<file path="config.mk">
export PLATFORM = sky130hd
export DESIGN_NAME = wb_arbiter
export DESIGN_NICKNAME = d
export VERILOG_FILES = /design/src/rtl/wb_arbiter_pkg.sv /design/src/rtl/wb_rr_grant.sv /design/src/rtl/wb_arbiter.sv
export SDC_FILE = /design/constraint.sdc
export NUM_CORES = 1
export LEC_CHECK = 0
export ABC_AREA = 1
export CAP_MARGIN = 15
export CORE_AREA = 4 4 108 110
export DETAILED_ROUTE_END_ITERATION = 10
export DIE_AREA = 0 0 112 114
export PLACE_DENSITY = 0.66
export SLEW_MARGIN = 25
export SYNTH_ARGS = -nofsm -noshare
export SYNTH_HDL_FRONTEND = slang
export SYNTH_SLANG_ARGS = --single-unit
</file>
<file path="constraint.sdc">
create_clock -name clock -period 2.2 [get_ports clock]
set_input_delay 0.66 -clock clock [delete_from_list [all_inputs] [get_ports clock]]
set_output_delay 0.66 -clock clock [all_outputs]
set_load 0.02 [all_outputs]
</file>
<file path="src/rtl/wb_arbiter_pkg.sv">
// wb_arbiter_pkg: shared types and helpers for the Wishbone round-robin arbiter.
//   state_t   : arbiter FSM encoding (idle / bus owned by a master)
//   slice_lo  : low bit index of master idx's field inside a packed bus
package wb_arbiter_pkg;

  typedef enum logic {
    ST_IDLE = 1'b0,
    ST_BUSY = 1'b1
  } state_t;

  function automatic int slice_lo(input int idx, input int width);
    return idx * width;
  endfunction

endpackage

</file>
<file path="src/rtl/wb_rr_grant.sv">
// wb_rr_grant: combinational round-robin picker.
//   req   : one request bit per master
//   last  : index of the master that most recently owned the bus
//   grant : first requesting index scanning last+1, last+2, ... (wrapping)
//   valid : at least one request is pending
module wb_rr_grant #(
  parameter int num_masters = 2,
  parameter int grant_width = $clog2(num_masters)
) (
  input  logic [num_masters-1:0] req,
  input  logic [grant_width-1:0] last,
  output logic [grant_width-1:0] grant,
  output logic                   valid
);

  logic [grant_width-1:0] idx;
  logic                   found;

  // Walk the masters starting just after 'last'; the first hit wins, so
  // 'last' itself is examined only after everyone else.
  always_comb begin
    grant = '0;
    found = 1'b0;
    idx   = '0;
    for (int i = 1; i <= num_masters; i++) begin
      idx = grant_width'((int'(last) + i) % num_masters);
      if (!found && req[idx]) begin
        grant = idx;
        found = 1'b1;
      end
    end
  end

  assign valid = |req;

endmodule

</file>
<file path="src/rtl/wb_arbiter.sv">
// wb_arbiter: round-robin Wishbone classic arbiter sharing one slave between
// num_masters requesters. A master owns the slave for its whole cyc period;
// grant is registered, so each new ownership costs one dead cycle.
//   clock, reset          : rising-edge clock, async active-high reset
//   m_adr/m_datwr/m_sel   : packed per-master request fields (master i at i*width)
//   m_we/m_stb/m_cyc      : per-master control
//   m_ack                 : per-master ack, one-hot or zero
//   m_datrd               : slave read data broadcast to all masters
//   s_*                   : slave-side Wishbone port
module wb_arbiter
  import wb_arbiter_pkg::*;
#(
  parameter int addr_width   = 32,
  parameter int data_width   = 32,
  parameter int strobe_width = data_width / 8,
  parameter int num_masters  = 2,
  parameter int grant_width  = $clog2(num_masters)
) (
  input  logic                                clock,
  input  logic                                reset,
  input  logic [num_masters*addr_width-1:0]   m_adr,
  input  logic [num_masters*data_width-1:0]   m_datwr,
  output logic [data_width-1:0]               m_datrd,
  input  logic [num_masters-1:0]              m_we,
  input  logic [num_masters-1:0]              m_stb,
  input  logic [num_masters-1:0]              m_cyc,
  input  logic [num_masters*strobe_width-1:0] m_sel,
  output logic [num_masters-1:0]              m_ack,
  output logic [addr_width-1:0]               s_adr,
  output logic [data_width-1:0]               s_datwr,
  output logic                                s_we,
  output logic [strobe_width-1:0]             s_sel,
  output logic                                s_stb,
  output logic                                s_cyc,
  input  logic [data_width-1:0]               s_datrd,
  input  logic                                s_ack
);

  state_t                 state, state_n;
  logic [grant_width-1:0] grant, grant_n;
  logic [grant_width-1:0] last,  last_n;
  logic [grant_width-1:0] rr_grant;
  logic                   rr_valid;

  wb_rr_grant #(
    .num_masters (num_masters),
    .grant_width (grant_width)
  ) u_rr (
    .req   (m_cyc),
    .last  (last),
    .grant (rr_grant),
    .valid (rr_valid)
  );

  // State register. last starts at the top index so master 0 wins first.
  always_ff @(posedge clock or posedge reset) begin
    if (reset) begin
      state <= ST_IDLE;
      grant <= '0;
      last  <= grant_width'(num_masters - 1);
    end else begin
      state <= state_n;
      grant <= grant_n;
      last  <= last_n;
    end
  end

  // Next state: only the granted master dropping cyc ends ownership.
  always_comb begin
    state_n = state;
    grant_n = grant;
    last_n  = last;
    case (state)
      ST_IDLE: begin
        if (rr_valid) begin
          grant_n = rr_grant;
          state_n = ST_BUSY;
        end
      end
      ST_BUSY: begin
        if (!m_cyc[grant]) begin
          state_n = ST_IDLE;
          last_n  = grant;
        end
      end
      default: state_n = ST_IDLE;
    endcase
  end

  // Outputs. Data-path fields always follow the grant slice so they are
  // never X, even in IDLE; control is gated by BUSY and by reset so an
  // in-flight transfer is cut off the instant reset rises.
  always_comb begin
    s_adr   = m_adr  [slice_lo(int'(grant), addr_width)   +: addr_width];
    s_datwr = m_datwr[slice_lo(int'(grant), data_width)   +: data_width];
    s_sel   = m_sel  [slice_lo(int'(grant), strobe_width) +: strobe_width];
    s_we    = m_we[grant];
    s_cyc   = 1'b0;
    s_stb   = 1'b0;
    m_ack   = '0;
    if (state == ST_BUSY && !reset) begin
      s_cyc        = m_cyc[grant];
      s_stb        = m_stb[grant] & m_cyc[grant];
      m_ack[grant] = s_ack;
    end
  end

  assign m_datrd = s_datrd;

endmodule

</file>
==> results.tsv, run 1 <==
stage	metric	value	unit
logic_synthesis	syn-num-nets	464	
logic_synthesis	ys_warn_count	0	
global_routing	grt_usage	10.53	%
logic_synthesis	avgSynthCellArea	4.578	um2
global_routing	gr-total-overflow	0	
logic_synthesis	synth.top_cell.area_share	63.43	%
clock_network	cts_tree	built	
placement	dp_cells	608	
setup_path	required	1.54	ns
logic_synthesis	synth_fa_ha_area_share	0	%
pwr	vdd_drop_max	0.5559	mV
clock_network	clockBufferDepth	2	
placement	gp_congestion	0.8144	
logic_synthesis	synth.mux.area_fraction	0	%
timing	finalHoldViolCount	0	
setup_path	path_max_fanout	1	
finish	fin_area	3364	um2
clock_network	clk_latency	0.22	ns
route	num_vias	2327	
route	antenna_left	0	
clock_network	clock_sinks	3	
setup_path	end_kind	output port	
die	initial_core_util	12.28	%
finish	drive_gt1_share	21.14	%
clock_network	cts_root_buf	clkbuf_8	
die	die_w	112	um
route	dr.pass1.iters	4	
route	drc	0	
timing	tightest_slew	0.2081	ns
placement	hpwl	6614	um
timing	slew_headroom	85.98	%
die	dieArea	12770	um2
pwr	finalPower	0.003208	W
setup_path	cp-start-kind	input pin	
logic_synthesis	ys_seq_area_share	5.810	%
clock_network	cts_buffers	3	
placement	port_buffers	217	
finish	finalNonFillerCells	613	
timing	skew	0.003222	ns
die	core_area	10700	um2
flow_run	cap_violations	0	
setup_path	path_class	in -> out	
finish	final_common_cell	nand2_1	
logic_synthesis	synth_area_leader_cell	nand2_1	
logic_synthesis	syn-instance-count	287	
setup_path	r2r_setup_slack	1.17	ns
global_routing	grt_pass1_wl	11120	um
logic_synthesis	syn_area	1314	um2
route	drt_wl_total	7675	um
die	io_pins	282	
global_routing	grt_pass1_vias	2274	
global_routing	antenna_found_initial	0	
min_path	hold_path_class	reg -> reg	
timing	setup_viol	0	
route	drt-vias-per-instance	3.796	
die	num_rows	38	
timing	rsz0062_at_grt	false	
global_routing	grt_max_degree	37	
finish	layout_common_cells	219 x nand2_1, 139 x clkdlybuf4s50_1, 29 x clkdlybuf4s15_2, 28 x clkbuf_2, 13 x buf_2	
logic_synthesis	synthTopCellsByArea	nand2_1 63%, buf_4 23%, dfrtp_1 3.8%	
setup_path	cp.arrival	1.52	ns
pwr	power_density	953.5	nW/um2
die	die_y	114	um
placement	dpl_cell_area	3457	um2
outcome	status	finished, final reports clean	
logic_synthesis	yosysUniqueCellTypes	13	
clock_network	h-tree-depth	1	
timing	finalCritPeriodShare	99.26	%
timing	fin_hold_ws	0.4750	ns
timing	fin_crit	2.184	ns
timing	slew_violations	0	
logic_synthesis	synth_top_family_by_area	simple AND/OR/NAND/NOR gates	
logic_synthesis	ys_seq_elements	3	
logic_synthesis	synth_compound_gate_area_share	0.3810	%
clock_network	clk_pin_slew_worst_paths	0.03	ns
finish	syn2layout_area_growth	156.1	%
logic_synthesis	synthSimpleGateAreaFrac	66.29	%
timing	fmax	0.4579	GHz
pwr	power_leakage	1.737	nW
logic_synthesis	synthXorXnorAreaFrac	0	%
route	routedWlPerCell	12.52	um
finish	nets	651	
finish	diodes	0	
route	drt_iter0_drc	68	
cell type report:
cell class                 instances  area (um2)
inverter                           7       26.28
tap                              140       175.2
clock buffer                       4       45.04
timing repair buffer             229        2137
multi-input combinational        230       903.4
fill                            1190        7333
sequential                         3       77.57
registers in the layout, indices dropped and copies added, names as in the netlist:
register	cells
grant	1
state	1
last	1
per-layer routing:
metal	part of all wire (%)	wire length (um)	track usage (%)
met5	0	0	0
met1	35	2701	11.33
met3	11	808	3.289
met2	52	4000	19.62
met4	2.1	164	3.365
cell families after synthesis:
group                  count (synthesis)
AND/OR/NAND/NOR                      229
flip-flops                             3
AO/OA/AOI/OAI                          1
buffers and inverters                 54
through the flow:
stage	TNS, ns	setup WS (ns)	util [%]
CTS	0	0.0004365	33.27
finish	0	0.01632	31.45
global placement	-22.21	-0.5655	32.32
detailed placement	-22.64	-0.5533	32.32
floorplan	0	0.2161	-
global route	0	0.0003088	31.45
path summary, 6_finish.rpt:
kind | start | to | cells after the start
min in group asynchronous | reset | state | 3
setup reg to reg | grant | last | 5
hold reg to reg | last | last | 2
max in group asynchronous | reset | last | 3
hold / removal | last | last | 2
setup / recovery | m_adr[3] | s_adr[3] | 4
synth_stat cells (all sizes together):
master and number:
nand2 222, buf 47, inv 7, nor2 3, dfrtp 2, nor3 2, and2 1, dfstp 1
nand3 1, o21ai 1
worst max-delay path, stage by stage:
cell             delay, ns
clkdlybuf4s50_1       0.46
nand2_1               0.08
nand2_1               0.07
clkdlybuf4s15_2       0.25
repair_timing:
item / in CTS / in global routing
gates cloned: 0 / 0
pin swaps: 3 / 2
endpoints found under the setup margin: 73 / 43
hold buffers: 0 / 0
buffers inserted: 0 / 1
gates resized for setup: 207 / 45
power by group:
part / switching, W / internal (W) / leakage [nW]
logic: 0.00175 / 0.00117 / 1.68
clock network: 0.0000393 / 0.000124 / 0.0228
registers: 0.0000338 / 0.0000919 / 0.0327
(Power assumes the default switching activity.)
==> run 2: changes to the inputs <==
--- a/config.mk
+++ b/config.mk
@@ -6,7 +6,7 @@
 export NUM_CORES = 1
 export LEC_CHECK = 0
 export ABC_AREA = 1
-export CAP_MARGIN = 15
+export CAP_MARGIN = 5
 export CORE_AREA = 4 4 108 110
 export DETAILED_ROUTE_END_ITERATION = 10
 export DIE_AREA = 0 0 112 114
==> results of run 2 <==
The final DEF is identical to that of run 1; final timing and power are the same.
